$ cat src/rtl/inst_pair_queue.sv
// inst_pair_queue: fetch-to-decode instruction-pair FIFO with branch flush; define IPQ_BYPASS_EN for a zero-latency empty-queue bypass
module inst_pair_queue #(
  parameter int DEPTH  = 4,
  parameter int PC_W   = 32,
  parameter int INST_W = 32
) (
  input  logic                       clk_i,
  input  logic                       rst_ni,
  input  logic                       flush_i,
  input  logic                       push_valid_i,
  output logic                       push_ready_o,
  input  logic [PC_W-1:0]            push_pc_i,
  input  logic [INST_W-1:0]          push_first_inst_i,
  input  logic [INST_W-1:0]          push_second_inst_i,
  input  logic                       stall_i,
  output logic                       out_valid_o,
  output logic [PC_W-1:0]            out_pc_o,
  output logic [INST_W-1:0]          out_first_inst_o,
  output logic [INST_W-1:0]          out_second_inst_o,
  output logic [$clog2(DEPTH):0]     occupancy_o
);
  localparam int AW = $clog2(DEPTH);
  localparam int OW = AW + 1;

  logic [PC_W-1:0]   pc_q     [DEPTH];
  logic [INST_W-1:0] first_q  [DEPTH];
  logic [INST_W-1:0] second_q [DEPTH];
  logic [AW-1:0]     rd_ptr_q, rd_ptr_d, wr_ptr_q, wr_ptr_d;
  logic [OW-1:0]     occ_q, occ_d;
  logic              empty, full, push_fire, byp_take, wr_en, rd_en;

  assign empty        = (occ_q == '0);
  assign full         = (occ_q == OW'(DEPTH));
  assign push_ready_o = ~full;
  assign push_fire    = push_valid_i & push_ready_o & ~flush_i;
  assign rd_en        = ~empty & ~stall_i & ~flush_i;
  assign wr_en        = push_fire & ~byp_take;
  assign occupancy_o  = occ_q;

`ifdef IPQ_BYPASS_EN
  logic byp;
  // Empty queue: a new pair goes straight to decode; it is only stored if decode stalls.
  assign byp               = empty & push_valid_i & ~flush_i & rst_ni;
  assign byp_take          = byp & ~stall_i;
  assign out_valid_o       = ~empty | byp;
  assign out_pc_o          = ~out_valid_o ? '0 : byp ? push_pc_i : pc_q[rd_ptr_q];
  assign out_first_inst_o  = ~out_valid_o ? '0 : byp ? push_first_inst_i : first_q[rd_ptr_q];
  assign out_second_inst_o = ~out_valid_o ? '0 : byp ? push_second_inst_i : second_q[rd_ptr_q];
`else
  assign byp_take          = 1'b0;
  assign out_valid_o       = ~empty;
  assign out_pc_o          = out_valid_o ? pc_q[rd_ptr_q] : '0;
  assign out_first_inst_o  = out_valid_o ? first_q[rd_ptr_q] : '0;
  assign out_second_inst_o = out_valid_o ? second_q[rd_ptr_q] : '0;
`endif

  // Next pointers and occupancy; flush discards everything, including this cycle's push/pop.
  always_comb begin
    rd_ptr_d = flush_i ? '0 : rd_en ? rd_ptr_q + 1'b1 : rd_ptr_q;
    wr_ptr_d = flush_i ? '0 : wr_en ? wr_ptr_q + 1'b1 : wr_ptr_q;
    occ_d    = flush_i ? '0 : occ_q + OW'(wr_en) - OW'(rd_en);
  end

  // Pointer and occupancy registers.
  always_ff @(posedge clk_i or negedge rst_ni) begin
    if (!rst_ni) begin
      rd_ptr_q <= '0;
      wr_ptr_q <= '0;
      occ_q    <= '0;
    end else begin
      rd_ptr_q <= rd_ptr_d;
      wr_ptr_q <= wr_ptr_d;
      occ_q    <= occ_d;
    end
  end

  // Pair storage; the three fields of an entry are always written together.
  always_ff @(posedge clk_i or negedge rst_ni) begin
    if (!rst_ni) begin
      for (int i = 0; i < DEPTH; i++) begin
        pc_q[i]     <= '0;
        first_q[i]  <= '0;
        second_q[i] <= '0;
      end
    end else if (wr_en) begin
      pc_q[wr_ptr_q]     <= push_pc_i;
      first_q[wr_ptr_q]  <= push_first_inst_i;
      second_q[wr_ptr_q] <= push_second_inst_i;
    end
  end
endmodule

$ cat config.mk
export PLATFORM = sky130hd
export DESIGN_NAME = inst_pair_queue
export DESIGN_NICKNAME = d
export VERILOG_FILES = /design/src/rtl/inst_pair_queue.sv
export SDC_FILE = /design/constraint.sdc
export NUM_CORES = 1
export LEC_CHECK = 0
export ABC_AREA = 1
export BUFFER_PORTS_ARGS = -buffer_cell sky130_fd_sc_hd__buf_2
export CORE_MARGIN = 3
export CORE_UTILIZATION = 42
export CTS_BUF_LIST = sky130_fd_sc_hd__clkbuf_16
export CTS_CLUSTER_SIZE = 30
export DETAILED_ROUTE_END_ITERATION = 10
export PLACE_DENSITY = 0.65
export SETUP_SLACK_MARGIN = 0.05
export SKIP_CTS_REPAIR_TIMING = 1
export SYNTH_ARGS = -nofsm -noshare
export SYNTH_HDL_FRONTEND = slang
export SYNTH_SLANG_ARGS = --single-unit
$ cat constraint.sdc
create_clock -name clk_i -period 2 [get_ports clk_i]
set_clock_uncertainty 0.15 [all_clocks]
set_input_delay 0 -clock clk_i [delete_from_list [all_inputs] [get_ports clk_i]]
set_output_delay 0 -clock clk_i [all_outputs]
set_load 0.02 [all_outputs]
### Yosys cells after proc, flatten, opt, wreduce, memory -nomap -nowiden

Index checks and enable logic that the tools add are counted.
W data, S select, Z words.

| storage, ports and cells | value |
|---|---|
| flip-flop bits (word level) | 391 |
| output and inout port bits | 101 |
| word-level logic and storage cells | 59 |

| operators by class | value |
|---|---|
| add/subtract/negate cells | 4 |
| magnitude comparators | 3 |
| equal/unequal tests | 1 |
| muxes and demuxes | 22 |
| bitwise gates (word level) | 10 |
| reduce and logical (&&, ||, !) cells | 4 |

Operators by type and width:

| kind | number |
|---|---|
| $bwmux W128 | 3 |
| $mux W32 | 10 |
| $bmux W32 S2 | 3 |
| $demux W32 S2 | 1 |
| $mux W2 | 4 |
| $ge A3 B3 Y1 const B | 2 |
| $not A2 Y3 | 2 |
| $add A2 B1 Y2 const B | 2 |
| $and A1 B1 Y1 | 4 |
| $not A1 Y1 | 4 |
| $reduce_bool A2 Y1 | 2 |
| $add A3 B1 Y3 | 1 |
| $eq A3 B3 Y1 const B | 1 |
| $logic_not A3 Y1 | 1 |
| $lt A3 B1 Y1 const B | 1 |
| $mux W3 | 1 |
| $sub A3 B1 Y3 | 1 |
| $logic_and A1 B1 Y1 | 1 |

### Depth between registers and ports, before layout

Gate-level depths: netlist of the first run.

| logic depth | value |
|---|---|
| word-level depth | 7 |
| depth in mapped cells | 11 |
| mapped depth without buffers | 11 |

### Worst setup path after synthesis of the first run

No wires, ideal clock.

| timing path | value |
|---|---|
| path type | register -> register |
| start | register occ_q[1] (netlist: occupancy_o[1]) |
| end | register occ_q[2] (netlist: occupancy_o[2]) |
| library setup time | 123 ps |
| arrival time | 2136 ps |
| data required time | 1727 ps |
| slack | -409 ps |
| cell stages (with the launch flop) | 11 |
| buffers on the path | 0 |
| period minus slack after synthesis | 2409 ps |
| cell sequence | dfrtp_1 -> nor2_4 -> nand2_1 -> nand2_1 -> nor2_1 -> ha_1 -> inv_1 -> ha_1 -> fa_1 -> o21ai_0 -> a21oi_1 |

| between the ends | value |
|---|---|
| elaborated cells between the ends (all ways) | 11 |
| those cells by class | add/sub: 2; eq/ne: 1; mux: 1; bitwise: 6; reduce/logical: 1 |

RTL lines:

| element | RTL line | RTL |
|---|---|---|
| start: declaration | 29 | `logic [OW-1:0] occ_q, occ_d;` |
| start signal: assignment | 69 | `occ_q <= '0;` |
| start signal: assignment | 73 | `occ_q <= occ_d;` |
| $logic_not A3 Y1 | 32 | `assign empty = (occ_q == '0);` |
| $not A1 Y1 | -- |  |
| via out_valid_o | 16 | `output logic out_valid_o,` |
| $and A1 B1 Y1 (2 in series) | 36 | `assign rd_en = ~empty & ~stall_i & ~flush_i;` |
| $sub A3 B1 Y3 | 61 | `occ_d = flush_i ? '0 : occ_q + OW'(wr_en) - OW'(rd_en);` |
| $mux W3 | 61 |  |
| via occ_d[2] | 29 |  |

The timed path passes the listed nets, and every way through them passes these cells.
A chain may end at the register's enable or synchronous reset.

### Worst setup path in the final report of the first run

| timing path | value |
|---|---|
| start | register rd_ptr_q[0] |
| end | output port out_second_inst_o[31] |

| between the ends | value |
|---|---|
| word-level cells in the longest chain between the ends | 5 |

RTL lines:

| element | RTL line | RTL |
|---|---|---|
| start: declaration | 28 | `logic [AW-1:0] rd_ptr_q, rd_ptr_d, wr_ptr_q, wr_ptr_d;` |
| start signal: assignment | 71 | `rd_ptr_q <= rd_ptr_d;` |
| $not A2 Y3 (not written as such) | 54 | `assign out_second_inst_o = out_valid_o ? second_q[rd_ptr_q] : '0;` |
| $bmux W32 S2 | 54 |  |
| $mux W32 (not written as such) (2 in series) | 54 |  |
| $mux W32 | 54 |  |
| end: declaration | 19 | `output logic [INST_W-1:0] out_second_inst_o,` |

No other way between the ends. The select of a mux whose other input is x is not followed.

==> impl_metrics.tcl, run 1 <==
set metrics [dict create \
    cts_tree "built" \
    vias_per_cell 5.859 \
    synthesis.area_mm2 0.01940 \
    cp-start-kind "flop" \
    ys.flop_type "dfrtp_1" \
    holdPathEnd "pc_q[48]$_DFFE_PN0P_" \
    finalHoldViolations 0 \
    critPathArrivalTime_ns 2.15 \
    layout_setup_ws_ns -0.3025 \
    synth_edf_count 0 \
    dieHeight_um 220.9 \
    crit_path_max_incr_delay_ns 0.48 \
    postLayoutCoreUtil_pct 55.35 \
    grt_pass1_vias 18600 \
    grt_pass1_wl_um 102900 \
    slew_viol_final 0 \
    wire_per_inst_um 20.52 \
    drive_gt1_share_pct 16.83 \
    cp-end-kind "output pin" \
    area_growth_pct 29.75 \
    yosysSeqAreaShare_pct 50.44 \
    gp_congestion 0.8161 \
    first_iter_violations 2240 \
    leakage_nw 12.49 \
    n_fill_cell 4164 \
    dr.pass1.iters 6 \
    final_cell_area_mm2 0.02517 \
    worstMarginPinSlew_ns 1.066 \
    relSlewSlack_pct 28.95 \
    drc 0 \
    fin_nets 2846 \
    status "finished with violations" \
    holdPathStages 4 \
    clock_latency_ns 0.59 \
    grt_max_degree 179 \
    drt-total-wl_um 69230 \
    required_ns 1.85 \
    r2r_start "occupancy_o[0]$_DFF_PN0_" \
    cts.path.max_buffers 3 \
    initial_utilization_pct 42.65 \
    vias 19770 \
    worstHoldStart "push_pc_i[16]" \
    multi_input_area_mm2 0.008783 \
    grt_antenna_before_repair 1 \
    yosysWarningCount 0 \
    reg2reg_to "occupancy_o[1]$_DFF_PN0_" \
    diodes 0 \
    finalCriticalPeriod_ns 2.302 \
    ff_latch_area_mm2 0.009796 \
    htree_levels 2 \
    synth-async-reset-ratio_pct 100.0 \
    yosysUniqueCellTypes 21 \
    track_usage_pct 25.59 \
    die_w_um 220.9 \
    max_cap_violations 0 \
    violations "negative setup slack" \
    io_buffers 201 \
    rsz0062_at_grt "yes" \
    crit_fanout 5 \
    avgSynthCellArea_um2 7.713 \
    final_cell_mix "nand2_1 (779), dfrtp_1 (386), nand4_1 (384)" \
    path_class "flop to output pin" \
    cts_root_buffer "clkbuf_16" \
    synthCells 2515 \
    r2r_slack_ns -0.16 \
    reg2reg_depth 12 \
    clk_pin_slew_ns 0.06 \
    synth_seq_cells 391 \
    ant_nets 0 \
    core-area_mm2 0.04548 \
    fmax_mhz 434.3 \
    worstPathCellList "buf_12, buf_12, buf_6, nor2_1, nor2_1, o21ai_0, a21oi_1, buf_4" \
    vdd.ir_drop.worst_uv 737.8 \
    numCtsBuffers 45 \
    num_rows 78 \
    synth_nets 2623 \
    dpl_cell_area_mm2 0.02135 \
    final_common_cell "nand2_1" \
    dp_slack_ns -0.1074 \
    min_period_over_period_pct 115.1 \
    setup_viol_count_final 98 \
    power_density_mw_per_mm2 1603 \
    dp_hpwl_um 34730 \
    die_area_mm2 0.04880 \
    cpMaxStageDelayCell "dfrtp_4" \
    grt-ovfl-total 0 \
    pin_count 202 \
    cts_sinks 391 \
    hp-class "input pin to flop" \
]
==> Yosys cell counts (all sizes together), types with 2 or more instances <==
library cell,count,area [um2]
nand4,388,2452
inv,16,60.06
a21oi,98,501.7
o21ai,194,970.9
nand2,782,2938
nand3,2,10.01
ha,6,75.07
buf,156,768.2
dfrtp,391,9784
nor2,392,1479
clkbuf,88,330.3
==> flip-flops by register name, indices dropped and copies added, names as in the netlist <==
name and count:
pc_q 128, rd_ptr_q 2, wr_ptr_q 2, second_q 128
first_q 128, occupancy_o 3
==> cell families (layout without fill, tap and decap cells) <==
group                    after synthesis  count (layout)  share of synthesized area, %
XOR/XNOR                               1               1                       0.04516
flip-flops                           391             391                         50.44
adder cells (fa/ha/maj)                7               7                        0.4902
buffers and inverters                260             519                         5.973
AO/OA/AOI/OAI                        292             292                         7.592
AND/OR/NAND/NOR                     1564            1564                         35.46
==> stage by stage <==
stage          setup TNS (ns)  hold slack [ns]  instances  total power [mW]
2_1_floorplan         -0.3295          -0.4456       2515             22.68
3_3_place_gp          -0.1553          -0.2050       3153             28.10
3_5_place_dp          -0.1623          -0.2040       3153             28.45
4_1_cts                -27.93          -0.8163       3236             36.62
6_report               -19.32          0.09216       3374             40.34
5_1_grt                -26.42           0.1070       3374             42.82
==> power by group <==
| part | total [mW] | internal [mW] | switching (mW) | leakage [nW] |
|---|---|---|---|---|
| combinational | 19.2 | 7.63 | 11.6 | 6.72 |
| clock | 8.04 | 4.60 | 3.43 | 0.716 |
| sequential | 13.1 | 11.2 | 1.87 | 5.05 |
==> layout make-up <==
class	instances	area share (%)
Timing Repair inverter	2	0.1839
Inverter	16	0.4275
Clock buffer	45	4.474
Timing Repair Buffer	418	17.01
Multi-Input combinational cell	1864	34.90
Sequential cell	391	38.92
Clock inverter	38	1.109
Tap cell	600	2.983
==> worst max-delay path: cells and delay by family (launching register included) <==
kind / cells / cell delay, ns
buffers and inverters: 4 / 0.65
flip-flops: 1 / 0.48
AO/OA/AOI/OAI: 2 / 0.30
AND/OR/NAND/NOR: 2 / 0.12
==> routing by layer <==
metal  vias up  part of all wire, %  GRT usage (%)
met2       972                   48          41.69
met3       152                  7.4          3.847
met4         2                  3.0          8.413
li1       8930                    -              -
met5         -                0.022              0
met1      9711                   42          35.27
==> worst max path at each step <==
stage          cells after the start                        to                startpoint
2_1_floorplan                     10  occupancy_o[1]$_DFF_PN0_  occupancy_o[0]$_DFF_PN0_
3_3_place_gp                      10  occupancy_o[1]$_DFF_PN0_  occupancy_o[0]$_DFF_PN0_
3_5_place_dp                      10  occupancy_o[1]$_DFF_PN0_  occupancy_o[0]$_DFF_PN0_
4_1_cts                            6     out_second_inst_o[12]   rd_ptr_q[0]$_DFFE_PN0P_
5_1_grt                            8     out_second_inst_o[31]   rd_ptr_q[0]$_DFFE_PN0P_
6_report                           8     out_second_inst_o[31]   rd_ptr_q[0]$_DFFE_PN0P_
(Power assumes the default switching activity.)
==> run 2, diff against run 1 <==
PLACE_DENSITY = default   (was 0.65)
PLACE_DENSITY_LB_ADDON = 0.05   (was default)
==> run 2 against run 1 <==
Against the previous run: the run still ends with negative setup slack left; routed wire length grew 7.2%; die area is the same; clock-buffer cell count stayed put; non-clock buffer count up 11; critical path depth did not move; combinational power increased by 4%; design area increased by 0.28%; largest power group unchanged.
==> impl_metrics.tcl, run 2 (synthesis gave the netlist of run 1 again) <==
set metrics [dict create \
    pin_count 202 \
    relSlewSlack_pct 38.46 \
    ant_nets 0 \
    hp-class "input pin to flop" \
    cts_root_buffer "clkbuf_16" \
    die_w_um 220.9 \
    dp_hpwl_um 35540 \
    io_buffers 201 \
    setup_viol_count_final 98 \
    n_fill_cell 4298 \
    grt_max_degree 153 \
    cp-start-kind "flop" \
    gp_congestion 0.7958 \
    vias 19540 \
    wire_per_inst_um 21.96 \
    required_ns 1.85 \
    dr.pass1.iters 7 \
    drc 0 \
    path_class "flop to output pin" \
    reg2reg_to "occupancy_o[1]$_DFF_PN0_" \
    vias_per_cell 5.784 \
    critPathArrivalTime_ns 2.14 \
    status "finished with violations" \
    layout_setup_ws_ns -0.2922 \
    track_usage_pct 26.58 \
    worstSetupStartpoint "rd_ptr_q[0]$_DFFE_PN0P_" \
    core-area_mm2 0.04548 \
    reg2reg_depth 10 \
    clock_latency_ns 0.57 \
    cts.path.max_buffers 3 \
    clk_pin_slew_ns 0.06 \
    p_int_mw 23.21 \
    fin_nets 2854 \
    power_density_mw_per_mm2 1600 \
    crit_fanout 5 \
    layoutNonFillerInstCount 3379 \
    htree_levels 2 \
    vdd.ir_drop.worst_uv 836.7 \
    drive_gt1_share_pct 16.67 \
    final_cell_mix "nand2_1 (779), dfrtp_1 (386), nand4_1 (384)" \
    p_sw_mw 17.17 \
    drt-total-wl_um 74220 \
    numCtsBuffers 43 \
    dp_slack_ns -0.1167 \
    finalHoldViolations 0 \
    die_area_mm2 0.04880 \
    violations "negative setup slack" \
    first_iter_violations 2055 \
    cp-end-kind "output pin" \
    power.share.clock_pct 18.3 \
    leakage_nw 12.54 \
    post-place-cells 3152 \
    cts_tree "built" \
    initial_utilization_pct 42.65 \
    r2r_start "occupancy_o[0]$_DFF_PN0_" \
    grt_pass1_vias 18230 \
    grt-ovfl-total 0 \
    grt_pass1_wl_um 106100 \
    top_regs "first_q: 128 flops, pc_q: 128 flops, second_q: 128 flops" \
    dieHeight_um 220.9 \
    fmax_mhz 436.3 \
    area_growth_pct 30.12 \
    r2r_slack_ns -0.13 \
    combPwrFrac_pct 49.3 \
    final_common_cell "nand2_1" \
    rsz0062_at_grt "yes" \
    cts_sinks 391 \
    min_period_over_period_pct 114.6 \
    grt_antenna_before_repair 1 \
    slew_viol_final 0 \
    cp-endpoint "out_pc_o[14]" \
    max_cap_violations 0 \
    worstMarginPinSlew_ns 0.9230 \
    finalCriticalPeriod_ns 2.292 \
    power_frac_seq_pct 32.3 \
    p_sw_share_pct 42.52 \
    num_rows 78 \
]
==> run 2: changes by cell type in the layout (fill, tap and decap cells not counted), sizes merged <==
cell,previous run,this run
buf,299,306
diode,0,1
bufinv,4,1
inv,23,27
clkinv,27,21
clkinvlp,2,0
clkbuf,63,67
==> run 2: area by class of cell <==
cell class / instances / area, um2 / area share, %
inverters: 16 / 108.9 / 0.4313
repair buffers: 429 / 4513 / 17.88
flip-flops and latches: 391 / 9796 / 38.81
well taps: 600 / 750.7 / 2.974
diodes: 1 / 2.502 / 0.009914
clock buffers: 45 / 1126 / 4.461
multi-input cells: 1864 / 8765 / 34.72
repair inverters: 1 / 30.03 / 0.1190
clock inverters: 32 / 148.9 / 0.5899
==> run 2: how the worst min path moves through the flow <==
stage	startpoint	endpoint	slack, ns	depth (start not counted)
finish	push_second_inst_i[22]	second_q[54]$_DFFE_PN0P_	0.11	4
global route	push_second_inst_i[23]	second_q[119]$_DFFE_PN0P_	0.11	4
CTS	rst_ni	first_q[7]$_DFFE_PN0P_	-0.82	1
detailed placement	rst_ni	first_q[7]$_DFFE_PN0P_	-0.21	1
global placement	rst_ni	first_q[7]$_DFFE_PN0P_	-0.22	1
floorplan	rst_ni	first_q[0]$_DFFE_PN0P_	-0.45	0
==> run 2: critical path, cell delays in order (launching register included) <==
cell and delay [ns]:
dfrtp_4 0.46, buf_4 0.15, buf_8 0.15, clkbuf_16 0.17, nor2_1 0.05, nor2_1 0.07, o21ai_0 0.08, a21oi_1 0.26
buf_4 0.19
==> run 2: layer usage <==
layer	routed length [um]	part of all wire (%)	GRT usage, %
met5	0	0	0
met4	1763	2.4	6.564
met3	5175	7.0	3.900
met2	35160	47	43.95
met1	32120	43	37.03
==> run 2: power by group through the flow <==
stage	clock network, mW	logic, mW	registers (mW)
2_1_floorplan	0	10.1	12.6
3_3_place_gp	0	15.3	12.9
3_5_place_dp	0	15.4	13.0
4_1_cts	7.57	15.5	12.9
5_1_grt	7.90	21.6	13.4
6_report	7.41	19.9	13.1
==> run 2: stage by stage <==
| stage | util, % | setup TNS (ns) | hold slack, ns | total power, mW | area, um2 |
|---|---|---|---|---|---|
| final | 55.50 | -19.58 | 0.1100 | 40.39 | 25240 |
| after global routing | 55.50 | -27.10 | 0.1138 | 42.96 | 25240 |
| after CTS | 49.83 | -28.16 | -0.8248 | 36.02 | 22660 |
| after detailed placement | 47.02 | -0.1892 | -0.2147 | 28.48 | 21390 |
| after global placement | 47.02 | -0.1253 | -0.2163 | 28.24 | 21390 |
| after floorplan | - | -0.3295 | -0.4456 | 22.68 | 19420 |
